## src/rtl/ysyx_25030085_lsu.sv

```systemverilog
// Load/store unit: accepts one core memory request at a time, checks alignment and legality,
// drives a single-beat bus with byte lanes, and returns the extracted/extended load result.
module ysyx_25030085_lsu #(
    parameter int XLEN = 32,
    parameter int AW   = 32
) (
    input  logic              clk,
    input  logic              rst,
    input  logic              in_valid,
    output logic              in_ready,
    input  logic              MemRead,
    input  logic              MemWrite,
    input  logic [2:0]        MemOp,
    input  logic [AW-1:0]     addr,
    input  logic [XLEN-1:0]   wdata,
    output logic              out_valid,
    output logic [XLEN-1:0]   ReadData,
    output logic              err,
    output logic              bus_req,
    output logic              bus_wen,
    output logic [AW-1:0]     bus_addr,
    output logic [XLEN-1:0]   bus_wdata,
    output logic [XLEN/8-1:0] bus_wmask,
    input  logic              bus_gnt,
    input  logic              bus_rvalid,
    input  logic [XLEN-1:0]   bus_rdata
);
    localparam int NB = XLEN / 8;
    localparam int OW = $clog2(NB);

    typedef enum logic [1:0] {
        S_IDLE = 2'd0,
        S_REQ  = 2'd1,
        S_WAIT = 2'd2,
        S_RESP = 2'd3
    } state_e;

    state_e          state_q, state_d;
    logic            is_load_q, is_load_d;
    logic [2:0]      memop_q, memop_d;
    logic [OW-1:0]   off_q, off_d;
    logic            in_ready_q, in_ready_d;
    logic            out_valid_q, out_valid_d;
    logic            err_q, err_d;
    logic [XLEN-1:0] rdata_q, rdata_d;
    logic            bus_req_q, bus_req_d;
    logic            bus_wen_q, bus_wen_d;
    logic [AW-1:0]   bus_addr_q, bus_addr_d;
    logic [XLEN-1:0] bus_wdata_q, bus_wdata_d;
    logic [NB-1:0]   bus_wmask_q, bus_wmask_d;

    logic            accept_s;
    logic            req_err_s;
    logic [OW-1:0]   in_off_s;

    // MemOp[2] marks unsigned loads; stores have no unsigned forms and 64-bit ops need XLEN=64.
    function automatic logic access_err(input logic load, input logic [2:0] op,
                                        input logic [OW-1:0] off);
        logic bad;
        case (op[1:0])
            2'b00:   bad = 1'b0;
            2'b01:   bad = off[0];
            2'b10:   bad = (off[1:0] != 2'b00);
            2'b11:   bad = (off != '0) || (XLEN == 32);
            default: bad = 1'b1;
        endcase
        if (op[2]) begin
            if (!load || (op[1:0] == 2'b11)) begin
                bad = 1'b1;
            end else if ((op[1:0] == 2'b10) && (XLEN == 32)) begin
                bad = 1'b1;
            end else begin
                bad = bad;
            end
        end else begin
            bad = bad;
        end
        return bad;
    endfunction

    function automatic logic [NB-1:0] base_mask(input logic [1:0] size);
        logic [NB-1:0] m;
        m = '0;
        case (size)
            2'b00:   m[0]   = 1'b1;
            2'b01:   m[1:0] = 2'b11;
            2'b10:   m[3:0] = 4'hF;
            default: m      = '1;
        endcase
        return m;
    endfunction

    function automatic logic [XLEN-1:0] load_extend(input logic [XLEN-1:0] raw,
                                                    input logic [2:0] op,
                                                    input logic [OW-1:0] off);
        logic [XLEN-1:0] sh;
        logic [XLEN-1:0] res;
        sh = raw >> {off, 3'b000};
        case (op)
            3'b000:  res = XLEN'($signed(sh[7:0]));
            3'b001:  res = XLEN'($signed(sh[15:0]));
            3'b010:  res = XLEN'($signed(sh[31:0]));
            3'b011:  res = sh;
            3'b100:  res = XLEN'(sh[7:0]);
            3'b101:  res = XLEN'(sh[15:0]);
            3'b110:  res = XLEN'(sh[31:0]);
            default: res = '0;
        endcase
        return res;
    endfunction

    assign in_off_s  = addr[OW-1:0];
    assign accept_s  = (state_q == S_IDLE) && in_valid && (MemRead || MemWrite);
    assign req_err_s = access_err(MemRead, MemOp, in_off_s);

    // Next-state and next-output computation for the request/bus/response sequence.
    always_comb begin
        state_d     = state_q;
        is_load_d   = is_load_q;
        memop_d     = memop_q;
        off_d       = off_q;
        err_d       = err_q;
        rdata_d     = rdata_q;
        bus_req_d   = bus_req_q;
        bus_wen_d   = bus_wen_q;
        bus_addr_d  = bus_addr_q;
        bus_wdata_d = bus_wdata_q;
        bus_wmask_d = bus_wmask_q;
        in_ready_d  = 1'b0;
        out_valid_d = 1'b0;
        case (state_q)
            S_IDLE: begin
                if (accept_s) begin
                    is_load_d = MemRead;
                    memop_d   = MemOp;
                    off_d     = in_off_s;
                    if (req_err_s) begin
                        state_d = S_RESP;
                        err_d   = 1'b1;
                        rdata_d = '0;
                    end else begin
                        state_d    = S_REQ;
                        bus_req_d  = 1'b1;
                        bus_wen_d  = !MemRead;
                        bus_addr_d = {addr[AW-1:OW], {OW{1'b0}}};
                        if (MemRead) begin
                            bus_wdata_d = '0;
                            bus_wmask_d = '0;
                        end else begin
                            bus_wdata_d = wdata << {in_off_s, 3'b000};
                            bus_wmask_d = base_mask(MemOp[1:0]) << in_off_s;
                        end
                    end
                end else begin
                    state_d = S_IDLE;
                end
            end
            S_REQ: begin
                if (bus_gnt) begin
                    bus_req_d = 1'b0;
                    bus_wen_d = 1'b0;
                    if (is_load_q) begin
                        state_d = S_WAIT;
                    end else begin
                        state_d = S_RESP;
                        err_d   = 1'b0;
                        rdata_d = '0;
                    end
                end else begin
                    state_d = S_REQ;
                end
            end
            S_WAIT: begin
                if (bus_rvalid) begin
                    state_d = S_RESP;
                    err_d   = 1'b0;
                    rdata_d = load_extend(bus_rdata, memop_q, off_q);
                end else begin
                    state_d = S_WAIT;
                end
            end
            S_RESP:  state_d = S_IDLE;
            default: state_d = S_IDLE;
        endcase
        in_ready_d  = (state_d == S_IDLE);
        out_valid_d = (state_d == S_RESP);
    end

    // State and registered outputs with synchronous reset.
    always_ff @(posedge clk) begin
        if (rst) begin
            state_q     <= S_IDLE;
            is_load_q   <= 1'b0;
            memop_q     <= 3'b000;
            off_q       <= '0;
            in_ready_q  <= 1'b1;
            out_valid_q <= 1'b0;
            err_q       <= 1'b0;
            rdata_q     <= '0;
            bus_req_q   <= 1'b0;
            bus_wen_q   <= 1'b0;
            bus_addr_q  <= '0;
            bus_wdata_q <= '0;
            bus_wmask_q <= '0;
        end else begin
            state_q     <= state_d;
            is_load_q   <= is_load_d;
            memop_q     <= memop_d;
            off_q       <= off_d;
            in_ready_q  <= in_ready_d;
            out_valid_q <= out_valid_d;
            err_q       <= err_d;
            rdata_q     <= rdata_d;
            bus_req_q   <= bus_req_d;
            bus_wen_q   <= bus_wen_d;
            bus_addr_q  <= bus_addr_d;
            bus_wdata_q <= bus_wdata_d;
            bus_wmask_q <= bus_wmask_d;
        end
    end

    assign in_ready  = in_ready_q;
    assign out_valid = out_valid_q;
    assign err       = err_q;
    assign ReadData  = rdata_q;
    assign bus_req   = bus_req_q;
    assign bus_wen   = bus_wen_q;
    assign bus_addr  = bus_addr_q;
    assign bus_wdata = bus_wdata_q;
    assign bus_wmask = bus_wmask_q;

endmodule

```

## config.mk

```make
export PLATFORM = sky130hd
export DESIGN_NAME = ysyx_25030085_lsu
export DESIGN_NICKNAME = d
export VERILOG_FILES = /design/src/rtl/ysyx_25030085_lsu.sv
export SDC_FILE = /design/constraint.sdc
export NUM_CORES = 1
export LEC_CHECK = 0
export CELL_PAD_IN_SITES_DETAIL_PLACEMENT = 1
export CELL_PAD_IN_SITES_GLOBAL_PLACEMENT = 2
export CORE_UTILIZATION = 35
export CTS_CLUSTER_SIZE = 10
export DETAILED_ROUTE_END_ITERATION = 6
export DONT_BUFFER_PORTS = 1
export PLACE_DENSITY_LB_ADDON = 0.1
export SLEW_MARGIN = 20
export SYNTH_ARGS = -nofsm -noshare
export SYNTH_HDL_FRONTEND = slang
export SYNTH_SLANG_ARGS = --single-unit
```

## constraint.sdc

```tcl
create_clock -name clk -period 2.25 [get_ports clk]
set_input_delay 0.675 -clock clk [delete_from_list [all_inputs] [get_ports clk]]
set_output_delay 0.675 -clock clk [all_outputs]
set_load 0.005 [all_outputs]
```

==> reports/metrics.yaml, run 1 <==
status: "complete, no violations"
maxCapViolCount: 0
fp-row-count: 44
clk_latency_ns: 0.35
report.final.slew_viol_count: 0
die_w_microns: 124
cts_buffers: 9
fin_crit_ns: 2.04
path_buf_inv: 3
dieArea_sq_um: 15300
postRouteAntennaNets: 0
dp_hpwl_mm: 11.5
layout.area.seq_sq_um: 2220
fillCellCount: 1751
regToRegSetupSlack_ns: 0.21
htree_levels: 3
start_kind: "flip-flop"
synth_cell_types: 41
dr.pass1.iters: 4
worst_setup_path_end_kind: "flip-flop"
multi_input_area_sq_um: 2690
ys_seq_elements: 111
grt_overflow: 0
ys_warn_count: 0
grt_pass1_vias: 4267
fp.dieH_microns: 124
synthCells: 623
grt_pass1_wl_mm: 22.9
synthArstFlopShare: 0
cts_resized: 0
seq_area_frac_synth: 0.428
setup_viol: 0
drive_above_1_share: 0.0711
min_period_over_period: 0.908
vias_per_cell: 5.52
clk_path_buf_depth: 2
cts_root_buf: "clkbuf_16"
port_buffers: 0
cp_slowest_stage_delay_ns: 0.36
path_clk_slew_ns: 0.07
nets: 711
hold_class: "in -> reg"
wirelength_mm: 15.5
wl_per_cell_microns: 19.6
fin_worst_skew_ns: 0.00816
fin_setup_tns_ns: 0
grt_max_degree: 90
drc: 0
critical_path.top_delay_family: "compound AO/OA/AOI/OAI gates"
cts_setup_buffers: 0
areaGrowthSynthToFinish_pct: 8.26
worst_slack_ns: 0.206
synth_edf_count: 0
gp_congestion: 0.804
slew_headroom: 0.629
drt_iter0_drc: 160
crit_type: "reg -> reg"
ir_worst_vdd_v: 0.000358
vias: 4362
cp_cell_sequence: "inv_1 -> ha_1 -> nor2b_1 -> a21oi_1 -> o211a_1 -> buf_4 -> nor2_2 -> buf_12 -> a22o_1"
crit_arrival_ns: 2.29
syn_area_sq_um: 5190
cp.required_ns: 2.49
grtUsageTotal: 0.197
finalHoldViolCount: 0
ys.flop_type: "dfxtp_1"
initial_core_util: 0.357
tightest_slew_ns: 0.554
cp_slowest_cell: "dfxtp_1"
cts_tree: "done"
io_pins: 211
p_leak_nw: 1.98
syn_area_per_cell_sq_um: 8.34
crit_path_max_fanout: 24
cts_sinks: 111
ctsHoldBuffers: 0
coreArea_sq_um: 14500
cellPowerDensity_nw_per_um2: 799
post-place-ws_ns: 0.115
antenna_found_initial: 1
max_freq_mhz: 489
rsz0062_at_grt: "no"
-- state kept, by name, indices dropped and copies added, names as in the netlist --
register and flops:
ReadData 32, bus_addr 30, bus_req 1, bus_wdata 32, bus_wen 1, bus_wmask 4, err 1, in_ready 1
is_load_q 1, memop_q 3, off_q 2, out_valid 1, state_q 2
-- through the flow --
step	hold WS [ns]	area, sq um	util	instances	total power [W]
after CTS	0.370	5620	0.387	789	0.00456
final	0.388	5620	0.387	790	0.00449
after floorplan	0.448	5200	-	624	0.00281
after detailed placement	0.458	5330	0.367	773	0.00300
after global routing	0.370	5620	0.387	789	0.00472
after global placement	0.454	5330	0.367	773	0.00298
-- report_power, final --
group          switching, W  leakage, nW  internal (W)
sequential        0.0000791        0.898       0.00205
combinational      0.000476        0.946      0.000337
clock              0.000734        0.139      0.000815
total               0.00129         1.98       0.00321
-- Yosys cell counts (2+ instances only) --
cell type	n	area, sq um
nand2b_1	4	25.0
buf_2	16	80.1
buf_4	9	67.6
nor3_1	3	15.0
a22o_1	16	140
nand2_1	120	450
buf_1	2	7.51
a211oi_1	33	248
mux2i_1	45	450
nand3b_1	2	15.0
nand3_1	10	50.1
clkbuf_1	20	75.1
o2bb2ai_1	10	87.6
a21oi_1	88	440
a221oi_1	3	26.3
dfxtp_1	111	2220
inv_1	6	22.5
or3_1	18	113
o21ai_0	18	90.1
or2_2	2	12.5
nor2b_1	18	113
ha_1	5	62.6
a21o_1	9	67.6
nor2_1	35	131
buf_6	4	45.0
-- cell families (layout without fill, tap and decap cells) --
| logic type | after synthesis | count (layout) | synth area share |
|---|---|---|---|
| AOI/OAI and AO/OA | 183 | 183 | 0.224 |
| adders and majority gates | 5 | 5 | 0.0120 |
| buffers and inverters | 58 | 39 | 0.0580 |
| DFF | 111 | 111 | 0.428 |
| muxes | 46 | 46 | 0.0889 |
| other | 1 | 3 | 0.000722 |
| and+or+nand+nor | 219 | 219 | 0.189 |
-- path summary, 6_finish.rpt --
kind	startpoint	to	cells after the start
worst min register to register	bus_addr[22]	bus_addr[22]	2
worst max-delay path	state_q[1]	ReadData[27]	9
worst max register to register	state_q[1]	ReadData[27]	9
worst min-delay path	rst	bus_addr[7]	1
-- cell type report --
class | count | share of cell area
multi-input combinational | 455 | 0.478
sequential | 111 | 0.395
clock buffer | 12 | 0.0456
tap | 184 | 0.0409
timing repair buffer | 16 | 0.0303
clock inverter | 4 | 0.00534
inverter | 7 | 0.00467
antenna | 1 | 0.000445
-- placed cells by master, fill, tap and decap left out, types with 4 or more instances in the layout --
cell,count
a211oi_1,33
a21o_1,9
a21oi_1,88
a22o_1,16
buf_12,4
buf_4,12
clkbuf_16,9
dfxtp_1,111
ha_1,5
inv_1,6
mux2i_1,45
nand2_1,120
nand3_1,10
nor2_1,34
nor2b_1,18
o21ai_0,18
o2bb2ai_1,10
or3_1,18
-- metal layers --
layer / part of all wire / vias to the layer above / global-route usage
met4: 0.019 / 0 / 0.0768
met2: 0.48 / 145 / 0.329
met1: 0.40 / 2071 / 0.223
met5: 0 / - / 0
li1: - / 2130 / -
met3: 0.10 / 16 / 0.0815
(Power assumes the default switching activity.)
==> run 2, diff against run 1 <==
--- a/config.mk
+++ b/config.mk
@@ -5,6 +5,7 @@
 export SDC_FILE = /design/constraint.sdc
 export NUM_CORES = 1
 export LEC_CHECK = 0
+export CAP_MARGIN = 25
 export CELL_PAD_IN_SITES_DETAIL_PLACEMENT = 1
 export CELL_PAD_IN_SITES_GLOBAL_PLACEMENT = 2
 export CORE_UTILIZATION = 35
@@ -12,6 +13,7 @@
 export DETAILED_ROUTE_END_ITERATION = 6
 export DONT_BUFFER_PORTS = 1
 export PLACE_DENSITY_LB_ADDON = 0.1
+export SETUP_SLACK_MARGIN = 0.5
 export SLEW_MARGIN = 20
 export SYNTH_ARGS = -nofsm -noshare
 export SYNTH_HDL_FRONTEND = slang
==> reports/metrics.yaml, run 2 (synthesized netlist as in run 1, its figures left out) <==
crit_path_max_fanout: 7  # -71%
wl_per_cell_microns: 21.0  # +7.2%
cts_root_buf: "clkbuf_16"
path_clk_slew_ns: 0.07  # about the same
clk_latency_ns: 0.35  # about the same
setup_viol: 0  # unchanged
cts_buffers: 9  # unchanged
final_cell_mix: "nand2_1, dfxtp_1, a21oi_1"
fillCellCount: 1697  # -3.1%
p_leak_nw: 2.11  # +6.6%
grt_pass1_wl_mm: 23.5  # +2.6%
wirelength_mm: 16.8  # +8.7%
finalHoldViolCount: 0  # unchanged
fp.dieH_microns: 124  # unchanged
rsz0062_at_grt: "yes"
post-place-ws_ns: 0.169  # +0.0538 ns
cp.required_ns: 2.49  # about the same
cts_sinks: 111  # unchanged
fp-row-count: 44  # unchanged
htree_levels: 3  # unchanged
tightest_slew_ns: 0.546  # -0.00819 ns
crit_type: "reg -> reg"
drc: 0  # unchanged
grt_pass1_vias: 4487  # +5.2%
place_area_sq_um: 5310  # -0.45%
grt_overflow: 0  # unchanged
nets: 723  # +1.7%
layout.area.seq_sq_um: 2230  # +0.45%
coreArea_sq_um: 14500  # unchanged
clk_path_buf_depth: 2  # unchanged
slew_headroom: 0.634  # +0.00484
worst_setup_path_end_kind: "flip-flop"
grtUsageTotal: 0.203  # +0.00517
fin_worst_skew_ns: 0.00603  # -0.00212 ns
start_kind: "flip-flop"
final_cell_area_sq_um: 6000  # +6.7%
antenna_found_initial: 0  # -1
max_freq_mhz: 587  # +20%
dr.pass1.iters: 4  # unchanged
layout.cells.non_filler: 801  # +1.4%
vias_per_cell: 5.57  # +0.93%
hold_class: "in -> reg"
min_period_over_period: 0.757  # -0.151
dp_hpwl_mm: 11.3  # -2.1%
postRouteAntennaNets: 0  # unchanged
gp_congestion: 0.786  # -2.2%
die_w_microns: 124  # unchanged
grt_max_degree: 90  # unchanged
areaGrowthSynthToFinish_pct: 15.5
report.final.slew_viol_count: 0  # unchanged
worst_slack_ns: 0.546  # +0.340 ns
final_common_cell: "nand2_1"
port_buffers: 0  # unchanged
initial_core_util: 0.357  # unchanged
status: "complete, no violations"
dieArea_sq_um: 15300  # unchanged
drive_above_1_share: 0.130  # +0.0588
crit_arrival_ns: 1.95  # -0.34 ns
multi_input_area_sq_um: 2830  # +5.3%
vias: 4464  # +2.3%
cp_slowest_stage_delay_ns: 0.36  # about the same
dp.cells: 768  # -0.65%
drt_iter0_drc: 202  # +26%
cp_slowest_cell: "dfxtp_2"
maxCapViolCount: 0  # unchanged
fin_crit_ns: 1.70  # -0.340 ns
cts_tree: "done"
ir_worst_vdd_v: 0.000380  # +6.0%
cp_cell_sequence: "inv_4 -> ha_4 -> nor2b_1 -> a21oi_2 -> o211a_4 -> buf_6 -> mux2i_2 -> nor2_1"
fin_setup_tns_ns: 0  # unchanged
io_pins: 211  # unchanged
cellPowerDensity_nw_per_um2: 807  # +1.0%
-- run 2: cell types whose count changed in the layout (fill, tap and decap cells not counted), sizes merged --
cell	previous run	this run
buf	16	23
bufinv	0	2
clkbuf	12	14
-- run 2: timing repair --
| action | CTS | global route |
|---|---|---|
| buffers inserted | 9 | 3 |
| hold buffers | 0 | 0 |
| setup endpoints to repair | 57 | 41 |
| gates cloned | 0 | 5 |
| pin swaps | 5 | 2 |
| resized for setup | 23 | 18 |
-- run 2: worst paths after layout --
kind / slack (ns) / cells after the start / endpoint / start
max: 0.55 / 8 / ReadData[2] / state_q[1]
min: 0.39 / 1 / bus_addr[15] / rst
max reg2reg: 0.55 / 8 / ReadData[2] / state_q[1]
min reg2reg: 0.47 / 2 / bus_addr[29] / bus_addr[29]
-- run 2: metrics by stage --
| stage | utilization | total power (W) | hold WS, ns |
|---|---|---|---|
| after CTS | 0.397 | 0.00480 | 0.369 |
| final | 0.413 | 0.00484 | 0.387 |
| after detailed placement | 0.365 | 0.00299 | 0.463 |
| after global placement | 0.365 | 0.00298 | 0.455 |
| after global routing | 0.413 | 0.00508 | 0.376 |
| after floorplan | - | 0.00282 | 0.448 |
-- run 2: power breakdown --
part           internal [W]  switching (W)
Clock              0.000969       0.000742
Sequential          0.00206      0.0000874
Combinational      0.000445       0.000544
Total               0.00347        0.00137
-- run 2: cell type report --
class,instances,area share
sequential,111,0.372
inverter,7,0.00521
timing repair buffer,28,0.0611
multi-input combinational,455,0.471
clock buffer,9,0.0375
tap,184,0.0384
clock inverter,6,0.0144
antenna,1,0.000417
-- run 2: critical path, delay by kind of cell (launching register included) --
kind	cells	cell delay, ns
AOI/OAI and AO/OA	2	0.40
buffers and inverters	2	0.23
and+or+nand+nor	2	0.20
adders and majority gates	1	0.17
muxes	1	0.22
DFF	1	0.36
-- run 2: per-layer routing --
layer | share of wire | GRT usage | vias up
met5 | 0 | 0 | -
met4 | 0.017 | 0.0776 | 0
met3 | 0.10 | 0.0833 | 17
met2 | 0.49 | 0.356 | 160
met1 | 0.39 | 0.215 | 2136
li1 | - | - | 2151
